File: src/rtl/song_player.sv
// song_player: autonomous note sequencer that walks a song ROM and drives note/octave for the buzzer.
// Ports: clk, rst_n (async active-low); start/stop/pause/loop_en controls;
//        rom_addr/rom_data synchronous ROM (1-cycle latency);
//        note/octave_up/octave_down buzzer interface; busy, done, note_idx status.
module song_player #(
  parameter int TICKS_PER_BEAT = 25000000,
  parameter int GAP_TICKS      = 2500000,
  parameter int ADDR_W         = 5
) (
  input  logic              clk,
  input  logic              rst_n,
  input  logic              start,
  input  logic              stop,
  input  logic              pause,
  input  logic              loop_en,
  output logic [ADDR_W-1:0] rom_addr,
  input  logic [8:0]        rom_data,
  output logic [3:0]        note,
  output logic              octave_up,
  output logic              octave_down,
  output logic              busy,
  output logic              done,
  output logic [ADDR_W-1:0] note_idx
);
  localparam int MAXT = TICKS_PER_BEAT > GAP_TICKS ? TICKS_PER_BEAT : GAP_TICKS;
  localparam int TW   = MAXT > 1 ? $clog2(MAXT) : 1;

  typedef enum logic [2:0] {S_IDLE, S_FETCH, S_WAIT, S_LATCH, S_PLAY, S_GAP, S_END, S_DONE} state_t;

  state_t            state_q, state_d;
  logic [TW-1:0]     tick_q, tick_d;
  logic [2:0]        beat_q, beat_d, beats_q, beats_d;
  logic [ADDR_W-1:0] addr_q, addr_d, idx_q, idx_d;
  logic [3:0]        note_q, note_d;
  logic              up_q, up_d, dn_q, dn_d, played_q, played_d;

  logic [2:0] rom_beats;
  logic       frozen, play_tick_last, gap_tick_last, beat_last, last_addr;

  assign rom_beats      = rom_data[8:6];
  // pause freezes every busy state in place; it is meaningless in IDLE
  assign frozen         = pause && state_q != S_IDLE;
  assign play_tick_last = tick_q == TW'(TICKS_PER_BEAT - 1);
  assign gap_tick_last  = tick_q == TW'(GAP_TICKS - 1);
  assign beat_last      = beat_q == beats_q - 3'd1;
  assign last_addr      = &addr_q;

  always_ff @(posedge clk or negedge rst_n) begin
    if (!rst_n) state_q <= S_IDLE;
    else        state_q <= state_d;
  end

  always_comb begin
    state_d = state_q;
    if (stop) state_d = S_IDLE;
    else if (!frozen) begin
      case (state_q)
        S_IDLE:  state_d = start ? S_FETCH : S_IDLE;
        S_FETCH: state_d = S_WAIT;
        S_WAIT:  state_d = S_LATCH;
        S_LATCH: state_d = rom_beats == 3'd0 ? S_END : S_PLAY;
        S_PLAY:  state_d = play_tick_last && beat_last ? S_GAP : S_PLAY;
        S_GAP:   state_d = gap_tick_last ? (last_addr ? S_END : S_FETCH) : S_GAP;
        S_END:   state_d = loop_en && played_q ? S_FETCH : S_DONE;
        S_DONE:  state_d = S_IDLE;
        default: state_d = S_IDLE;
      endcase
    end
  end

  always_comb begin
    tick_d   = tick_q;
    beat_d   = beat_q;
    beats_d  = beats_q;
    addr_d   = addr_q;
    idx_d    = idx_q;
    note_d   = note_q;
    up_d     = up_q;
    dn_d     = dn_q;
    played_d = played_q;
    if (stop) begin
      tick_d   = '0;
      beat_d   = '0;
      addr_d   = '0;
      idx_d    = '0;
      note_d   = '0;
      up_d     = 1'b0;
      dn_d     = 1'b0;
      played_d = 1'b0;
    end else if (!frozen) begin
      case (state_q)
        S_IDLE: begin
          addr_d   = '0;
          played_d = 1'b0;
        end
        S_LATCH: begin
          tick_d  = '0;
          beat_d  = '0;
          beats_d = rom_beats;
          if (rom_beats != 3'd0) begin
            idx_d    = addr_q;
            played_d = 1'b1;
            note_d   = rom_data[3] ? 4'd0 : rom_data[3:0];
            up_d     = rom_data[5:4] == 2'b01;
            dn_d     = rom_data[5:4] == 2'b10;
          end
        end
        S_PLAY: begin
          tick_d = play_tick_last ? '0 : tick_q + 1'b1;
          beat_d = play_tick_last ? beat_q + 3'd1 : beat_q;
          if (play_tick_last && beat_last) begin
            note_d = '0;
            up_d   = 1'b0;
            dn_d   = 1'b0;
          end
        end
        S_GAP: begin
          tick_d = gap_tick_last ? '0 : tick_q + 1'b1;
          addr_d = gap_tick_last && !last_addr ? addr_q + 1'b1 : addr_q;
        end
        S_END: begin
          // a pass that played nothing (empty song) must not restart
          if (loop_en && played_q) begin
            addr_d   = '0;
            played_d = 1'b0;
          end
        end
        default: ;
      endcase
    end
  end

  always_ff @(posedge clk or negedge rst_n) begin
    if (!rst_n) begin
      tick_q   <= '0;
      beat_q   <= '0;
      beats_q  <= '0;
      addr_q   <= '0;
      idx_q    <= '0;
      note_q   <= '0;
      up_q     <= 1'b0;
      dn_q     <= 1'b0;
      played_q <= 1'b0;
    end else begin
      tick_q   <= tick_d;
      beat_q   <= beat_d;
      beats_q  <= beats_d;
      addr_q   <= addr_d;
      idx_q    <= idx_d;
      note_q   <= note_d;
      up_q     <= up_d;
      dn_q     <= dn_d;
      played_q <= played_d;
    end
  end

  always_comb begin
    note        = pause ? 4'd0 : note_q;
    octave_up   = up_q && !pause;
    octave_down = dn_q && !pause;
    busy        = state_q != S_IDLE;
    done        = state_q == S_DONE;
    rom_addr    = addr_q;
    note_idx    = idx_q;
  end
endmodule
File: config.mk
export PLATFORM = sky130hd
export DESIGN_NAME = song_player
export DESIGN_NICKNAME = d
export VERILOG_FILES = /design/src/rtl/song_player.sv
export SDC_FILE = /design/constraint.sdc
export NUM_CORES = 1
export LEC_CHECK = 0
export ABC_AREA = 1
export CORE_MARGIN = 2
export CORE_UTILIZATION = 40
export DETAILED_ROUTE_END_ITERATION = 10
export PLACE_DENSITY_LB_ADDON = 0.2
export SYNTH_ARGS = -nofsm -noshare
export SYNTH_HDL_FRONTEND = slang
export SYNTH_SLANG_ARGS = --single-unit
export TNS_END_PERCENT = 100
File: constraint.sdc
create_clock -name clk -period 2.3 [get_ports clk]
set_input_delay 0.345 -clock clk [delete_from_list [all_inputs] [get_ports clk]]
set_output_delay 0.345 -clock clk [all_outputs]
set_load 0.005 [all_outputs]
### After elaboration in Yosys (flattened, before gate mapping)

Cells that the tools add are included.

| word-level totals | value |
|---|---|
| flip-flop bits (word level) | 51 |
| output and inout bits | 18 |
| logic and storage cells | 108 |

| cells by class | value |
|---|---|
| $add $sub $neg | 4 |
| equality and inequality tests | 18 |
| mux-type cells | 48 |
| bitwise gates (word level) | 2 |
| reductions and logical operators | 26 |

Operator list:

| kind | count |
|---|---|
| $mux 25 | 4 |
| $pmux 25 s3 | 1 |
| $mux 5 | 8 |
| $mux 3 | 9 |
| $add 25x1->25 const B | 1 |
| $eq 25x22->1 const B | 1 |
| $eq 25x25->1 const B | 1 |
| $pmux 3 s8 | 1 |
| $mux 4 | 5 |
| $ne 3x3->1 const B | 5 |
| $pmux 5 s3 | 1 |
| $mux 1 | 13 |
| $eq 3x3->1 const B | 4 |
| $reduce_and 4->1 | 3 |
| $reduce_bool 4->1 | 3 |
| $reduce_and 3->1 | 3 |
| $reduce_bool 3->1 | 3 |
| $pmux 4 s2 | 1 |
| $eq 3x2->1 const B | 2 |
| $logic_and 1x1->1 | 6 |
| $logic_not 3->1 | 2 |
| $pmux 3 s2 | 1 |
| $add 5x1->5 const B | 1 |
| $reduce_and 5->1 | 1 |
| 14 further kinds | 18 |

### Logic depth before layout (Yosys ltp)

Gate-level depths: netlist (run 1).

| depth | value |
|---|---|
| depth in word-level cells | 7 |
| gate-level depth with buffers | 14 |
| gate-level depth less buffers | 12 |

### Worst setup path after synthesis (run 1)

No wires, ideal clock.

| timing path | value |
|---|---|
| path kind | flip-flop to flip-flop |
| from | register tick_q[0] |
| to | register tick_q[21] |
| arrival time | 1452 ps |
| path slack | 729 ps |
| cell stages (with the launch flop) | 14 |
| cell sequence | dfrtp_1 -> ha_1 -> inv_1 -> nor2_4 -> inv_2 -> nor2_1 -> nand2_1 -> nand2_2 -> nand2_2 -> nand2_2 -> nand2_4 -> inv_2 -> buf_6 -> nor2_1 |

| between the ends | value |
|---|---|
| longest elaborated chain between the ends | 5 |
| elaborated cells between the ends (all ways) | 8 |

RTL lines:

| item | line | source |
|---|---|---|
| start, declared | 31 | `logic [TW-1:0] tick_q, tick_d;` |
| start signal, assigned | 145 | `tick_q <= tick_d;` |
| $add 25x1->25 (tied with other cells) | 109, 118 |  |
| $mux 25 (on tied branches) | 118, 109 |  |
| $pmux 25 s3 (*) | 91 | `case (state_q)` |
| $mux 25 (*) | 90 | `end else if (!frozen) begin` |
| $mux 25 (*) | 81 | `if (stop) begin` |

Every way passes the cells marked *; elsewhere a longest branch is shown, timed or not. The select of a mux whose other input is x is not followed.
A chain may end at the register's enable or synchronous reset.

### Worst setup path in the final report (run 1)

Ends and elaborated chain as after synthesis.

==> results of run 1 <==
## report_power, final
group	switching, mW	total (mW)	internal (mW)
Combinational	0.171	0.276	0.105
Clock	0.357	0.586	0.229
Sequential	0.0213	0.925	0.904
Total	0.549	1.79	1.24
## final timing paths
kind | slack (ns) | endpoint | startpoint | cells after the start
worst min-delay path | 0.01 | tick_q[13]$_DFFE_PN0P_ | rst_n | 1
worst min register to register | 0.49 | up_q$_DFFE_PN0P_ | up_q$_DFFE_PN0P_ | 2
min in group clk | 0.49 | up_q$_DFFE_PN0P_ | up_q$_DFFE_PN0P_ | 2
worst max register to register | 0.36 | tick_q[21]$_DFFE_PN0P_ | tick_q[0]$_DFFE_PN0P_ | 12
worst max-delay path | 0.36 | tick_q[21]$_DFFE_PN0P_ | tick_q[0]$_DFFE_PN0P_ | 12
max in group asynchronous | 1.74 | tick_q[15]$_DFFE_PN0P_ | rst_n | 2
## cell families after synthesis
group           Yosys count
xor+xnor                 11
flops                    50
mux                       1
simple gates            351
fa+ha+maj                 5
compound gates           39
buf+inv                  65
other cells               1
## synth_stat cells (4+ instances only)
master	n
nand4_1	13
xor2_1	9
buf_2	5
a21oi_1	8
ha_1	5
nor2_1	97
inv_2	6
nand3_2	4
nand2_2	8
nand2_1	155
nor3_1	9
inv_1	50
dfrtp_1	50
nand3_1	52
o21ai_0	26
## area by class of cell
cell class                 instances  area, sq um
fill                             862         4340
multi-input combinational        408         1930
sequential                        50         1250
timing repair buffer              35          348
inverter                          56          210
tap                              105          131
clock buffer                       5         68.8
clock inverter                     3         28.8
## per-layer routing
| metal | wire length [um] | share of wire |
|---|---|---|
| met4 | 109 | 0.012 |
| met3 | 382 | 0.043 |
| met1 | 4450 | 0.50 |
| met5 | 0 | 0 |
| met2 | 3940 | 0.44 |
## state kept, by name (all words and copies together) (netlist names), 3 cells and up
name / flops
beat_q: 3
beats_q: 3
note_idx: 5
note_q: 3
rom_addr: 5
state_q: 3
tick_q: 25
## critical path: cells and delay by family (launching register included)
family	cells	cell delay [ns]
DFF	1	0.40
adders and majority gates	1	0.16
buffers and inverters	2	0.28
and+or+nand+nor	9	0.98
==> results.txt, run 1 <==
The clock arrives with 0.00363 ns of skew. The logs give 0.604 for the tightest slew margin relative to the limit and 6.82 mm for the half-perimeter wire length after placement. The pin slew with the least headroom to its limit was 0.595 ns.

Leading register cell type out of synthesis: dfrtp_1. The first global-routing pass estimated 15.2 mm of wire. The pre-antenna-repair detailed-routing pass consisted of 5 iterations. 33 I/O pins were placed. The synthesized-area fraction occupied by and/or/nand/nor cells came out at 0.449. Counting the buffers created by CTS gives 5. The dominant cell type by count on the critical path was nand2_1. The run gives 0.364 ns as the worst setup slack after layout. The number of buffers added on ports is 31. The run gives 9360 sq um as the total die area. Based on the critical path, the design can be clocked at up to 0.517 GHz. Synthesis instantiated 33 different standard cells from the library.

The height of the chip is 96.8 um, and the number of resized instances in the post-cts repair step is 0. For this design the ratio of total power to cell area is 451 nW/um^2. The run finished with clean final reports. The number of design rule violations left after detail routing is 0. After the last flow step, the layout net total stands at 576. The library cell used most frequently in the layout, excluding fill and tap cells, is nand2_1.

The critical path is of the reg -> reg type. In this run the cell area measured after placement is 3870 sq um. Counting tap cells, the placed design contains a total of 654 instances.

The met3 layer usage reported by global route was 0.0303. The detailed router placed 3,479 vias in this run. 0 antenna diodes ended up in the layout.

Setup repair after global routing left no endpoint under its margin. The run gives 2.15 ns as the data arrival time of the critical path. The last weighted congestion value of the routability-driven placer is 0.896. STA classifies the critical path endpoint as a flip-flop. The async set or reset register ratio after synthesis came out at 1.00.

The leakage power total was 1.80 nW; the required time of the worst setup path was 2.51 ns. The clock period minus worst slack was 1.94 ns; the share of post-route cells with drive strength above 1 was 0.0754. The H-tree was split into 2 levels. The average wire length per cell after detail routing is 13.4 um. Setup violations remaining at the end of the flow were counted as 0. The area share of xor/xnor cells in the synthesized design was 0.0280. The final cycle utilization of the critical path was 0.842; the floorplan die width was 96.8 um.

After synthesis, the largest family of logic cells by area is simple AND/OR/NAND/NOR gates. The routed wire length was 8.89 mm. Among all stages on the critical path, the largest delay is contributed by dfrtp_1. The run gives 0 as the number of antenna violations at the first check in global routing. The compound-gate portion of the synthesized area works out to 0.0600. In this run, the number of DRC markers left after iteration 0 of detailed routing was 356.

The tools report the met2 usage as 0.308. The number of global-route vias before repair is 3,240. The number of nets handed over by synthesis was 543. The final max-slew violation count is 0, and the overall power consumption is 1.79 mW. The worst setup path is launched from a flip-flop. In the synthesized netlist, the number of instances is 523. Traced cell by cell, the critical path runs through ha_1 -> inv_1 -> nor2_4 -> nand2_1 -> nor2_1 -> nand2_1 -> nand2_1 -> nand2_2 -> nand2_2 -> nand2_4 -> inv_2 -> nor2_1. Adding up every negative setup slack in the final design gives 0 ns. The library cell used as clock root buffer is clkbuf_8. The count of cells in the finished layout, fillers not included, comes to 662. After synthesis, the cell types taking the most area are dfrtp_1, nand2_1, nor2_1.

The clock latency on the worst-skew pair was 0.32 ns. Post-synthesis share of cell area spent on full adders, half adders and majority gates: 0.0182. The run gives 0.478 as the end-of-flow core utilization. Buffers added to address setup during post-CTS repair amount to 0. The number of storage elements in the synthesis netlist is 50. TritonCTS built the clock tree.

Yosys mapped a number of flops with a built-in enable equal to 0. Class of the tightest hold or removal check: in -> async. The worst-case IR drop observed on VDD is 0.264 mV. For this run, the number of Yosys warnings is 0. Summed over all layers, the global routing overflow is 0. The run gives 0.364 as the fraction of the yosys area taken by sequential cells.

The met1 usage in global routing was 0.278. The number of hold violations in the final report is 0, and the post-synthesis area per instance is 6.58 sq um. Before CTS, the worst setup slack after placement is 0.207 ns. The core region is 8300 sq um. Dividing the detail-routed via count by the number of cells gives 5.26. The share of Yosys cell area claimed by the top area cell type works out to 0.364.

The floorplan has 33 rows. The peak per-stage delay on the critical path was 0.40 ns; the hold-fix buffer count after cts was 0. The starting utilization of the core area was 0.415. The tools report the clock tree buffer depth as 2. After global routing, the most crowded layer is met2. The layout overhead on the synthesized area was 15.2%; the smallest hold slack was 0.0108 ns. Once layout is done, the placed cells without fillers occupy 3960 sq um. Summing every instance area after synthesis gives 3440 sq um.

After clock tree synthesis, the clock-pin slew on the worst setup and hold paths is 0.11 ns. Once detail routing completed, the nets flagged for antenna violations numbered 0. The top cell types in the final layout, fill and taps aside, are nand2_1, nor2_1, nand3_1. The biggest fanout along the worst timing path came out at 11. The maximum number of pins on one net before global-route repair was 28; the post-synthesis mux area share was 0.00327. The logs give 0.194 for the total global-route track usage and 0 for the number of max-cap violations. The clock drives 50 sinks. The cell type with the highest aggregate area in the netlist was dfrtp_1.
No activity file was read; power rests on OpenSTA's default activity.
==> run 2, diff against run 1 <==
Clock period 2.3 ns to 1.7 ns, I/O delays scaled along.
==> run 2 against run 1 <==
- the flow now finishes with violations (setup timing)
- final cell count rose by 15%
- clock-buffer cell count did not move
- sequential cell count is the same
- setup slack lost 0.38 ns
- first-iteration DRC count shrank 28%
- sequential power is 35% higher
- combinational power grew 120%
- design area increased by 27%
- non-clock buffer count rose by 96
- register-to-register slack worse by 0.38 ns
- sequential share of layout area down 6.5 points
- critical endpoint is now tick_q[4]$_DFFE_PN0P_
- highest routed layer unchanged
==> results.txt, run 2 (synthesis gave the netlist of run 1 again) <==
In the layout the commonest cells are nand2_1, buf_4, nor2_1. STA puts the critical path data required time at 1.91 ns. The number of buffers and inverters on the critical path is 4. Clock-pin slew was measured on the worst setup and hold paths at 0.10 ns. At the later pin of the worst-skew pair, clock insertion delay measures 0.31 ns. The analysis attributes to net switching a power of 0.816 mW. The run gives 9360 sq um as the total die area. The signal on the critical path passes through ha_2 -> inv_2 -> nor2_4 -> buf_12 -> inv_2 -> nor2_2 -> nand2_2 -> nand2_4 -> nand2_4 -> nand2_4 -> nand2_8 -> inv_4 -> nor2_1.

The total via count after detailed routing was 3,887. In the routed design, unresolved DRC markers number 0. The net switching share of the total power came out at 0.295. The number of antenna violations at the first check in global routing was 0; the total number of H-tree levels was 2. Placed instance area: 4380 sq um. Setup repair after global routing could not meet its margin everywhere.

In the final layout, flip-flops and latches occupy 1260 sq um. Critical setup path kind: reg -> reg. After legalization and detailed placement, the total HPWL measured 7.54 mm.

After layout, the minimum clock period comes to 1.72 ns. Summed over all cells, the static leakage comes to 2.37 nW. In this design, the stage delay of the slowest critical-path cell is 0.37 ns. For the clock tree buffer depth, the log shows 2. Counting flops per register, the top entry is tick_q. In this run the count of I/O pins placed on the die edge is 33. The run gives 50 as the sink count of the clock tree.

The kind of cell with the highest combined delay along the critical path is simple AND/OR/NAND/NOR gates. The share of total power in combinational logic was 0.223; the number of buffers added by the clock tree synthesis step was 5. The average vias per placed instance was 5.11; the data arrival time of the critical path was 1.92 ns. Entering global routing, the biggest net connects 51 pins. The net count of the finished layout is 674. The final layout contains routed wiring with a total length of 10.6 mm. The average wire length per cell after detail routing is 13.9 um. The post-layout instance area was 5040 sq um; the pre-CTS setup slack was -0.151 ns. The first global-routing pass estimated 17.1 mm of wire. Most common library cell in the layout ignoring fill and taps: nand2_1. The total global-route track usage came out at 0.218. The path class of the tightest hold or removal check is in -> async. The final max-slew violation count came out at 0. The maximum operating frequency is 0.583 GHz, and the end-of-flow core utilization is 0.607. VDD sags by at most 0.373 mV.

The count of nets left with antenna violations after detail routing was 0. Among all stages on the critical path, the largest delay is contributed by dfrtp_1. The filler cell count in the final layout was 744; the final sum of negative setup slack was -0.0397 ns.

The final cycle utilization of the critical path came out at 1.01. The floorplan die width was 96.8 um. The internal portion of the total power is 1.95 mW.

The number of hold violations in the final report is 0. TritonCTS built the clock tree. The root buffer cell chosen for the clock tree is clkbuf_8. The area of the multi-input gates was 2180 sq um.

The run finished, with violations left. In this run the power density over the cells is 550 nW/um^2. The number of standard-cell rows in the floorplan came out at 33. The logs give 0.949 for the last weighted congestion value of the routability-driven placer and 0.00914 ns for the final clock skew. Height of the chip: 96.8 um. In this run the standard cell core region covers 8300 sq um. The starting utilization of the core area is 0.415, and the layout overhead on the synthesized area is 46.3%. During placement, the flow inserted port buffers numbering 31. The clock network power share was 0.326. The register with the most flip-flops in the layout has 25 of them. For the worst setup slack after layout, the log shows -0.0161 ns. The total inserted antenna cells came out at 0. The critical path capture point type is a flip-flop. The worst setup path is launched from a flip-flop. The final global-route overflow total is 0. The number of setup violations in the final report is 5.

In this design, the critical path's most frequently occurring cell is nand2_4. Number of global-route vias before repair: 3,673. The checks that failed: setup timing.

The run gives 257 as the number of DRC violations after detailed-routing iteration 0. The share of post-route cells with drive strength above 1 works out to 0.292. The total iterations of the first detailed-routing run came out at 4. The part of the power in registers was 0.451. Along the worst path, the maximum fanout reaches 7.

Max-cap violations in this run came to 0.
run 2: changes by cell type in the layout (fill, tap and decap cells not counted), moves of 8 or more:
cell / change
nand2_1: -12
buf_6: +12
o21ai_1: +9
buf_4: +82
nor2_1: -15
nand2_4: +8
nor2_2: +13
o21ai_0: -9
run 2: final cells by class:
type	instances	share of cell area
clock inverters	3	0.00870
inverters	56	0.0447
clock buffers	5	0.0137
multi-input cells	409	0.433
repair inverters	1	0.00124
flip-flops and latches	50	0.250
well taps	105	0.0261
repair buffers	131	0.223
run 2: repair_timing:
action | in CTS | in global routing
buffers inserted | 12 | 15
hold endpoints to repair | 50 | 0
hold buffers | 1 | 0
resized for setup | 19 | 83
cloned | 0 | 2
endpoints found under the setup margin | 28 | 42
pin swaps | 4 | 30
run 2: final timing paths:
check                                        start                      end  slack (ns)  cells past startpoint
max in group asynchronous                    rst_n    tick_q[6]$_DFFE_PN0P_        0.99                      3
min in group clk                       rom_data[2]    note_q[2]$_DFFE_PN0P_        0.49                      3
setup / recovery             tick_q[0]$_DFFE_PN0P_    tick_q[4]$_DFFE_PN0P_       -0.02                     13
hold / removal                               rst_n   tick_q[19]$_DFFE_PN0P_        0.46                      3
setup reg to reg             tick_q[0]$_DFFE_PN0P_    tick_q[4]$_DFFE_PN0P_       -0.02                     13
hold reg to reg            note_idx[4]$_DFFE_PN0P_  note_idx[4]$_DFFE_PN0P_        0.50                      2
run 2: worst reg2reg max path, cell delays in order (launching register included):
cell,delay [ns]
dfrtp_1,0.37
ha_2,0.18
inv_2,0.05
nor2_4,0.14
buf_12,0.13
inv_2,0.03
nor2_2,0.09
nand2_2,0.10
nand2_4,0.11
nand2_4,0.06
nand2_4,0.10
nand2_8,0.09
inv_4,0.10
nor2_1,0.05
run 2: routing by layer:
layer  routed length, um  track usage  share of wire
met5                   0            0              0
met4                 173       0.0477          0.016
met3                 417       0.0289          0.040
met2                4980        0.353           0.47
met1                4980        0.313           0.47
run 2: stage by stage:
| stage | cells | hold WS (ns) | power (mW) |
|---|---|---|---|
| floorplan | 523 | -0.0406 | 1.51 |
| global placement | 722 | 0.266 | 1.68 |
| detailed placement | 722 | 0.272 | 1.69 |
| CTS | 743 | 0.467 | 2.66 |
| global route | 760 | 0.516 | 2.89 |
| finish | 760 | 0.461 | 2.77 |
run 2: power by group through the flow:
stage | combinational [mW] | clock [mW] | sequential [mW]
floorplan | 0.239 | 0 | 1.27
global placement | 0.408 | 0 | 1.27
detailed placement | 0.416 | 0 | 1.28
CTS | 0.493 | 0.922 | 1.25
global route | 0.675 | 0.959 | 1.25
finish | 0.618 | 0.903 | 1.25
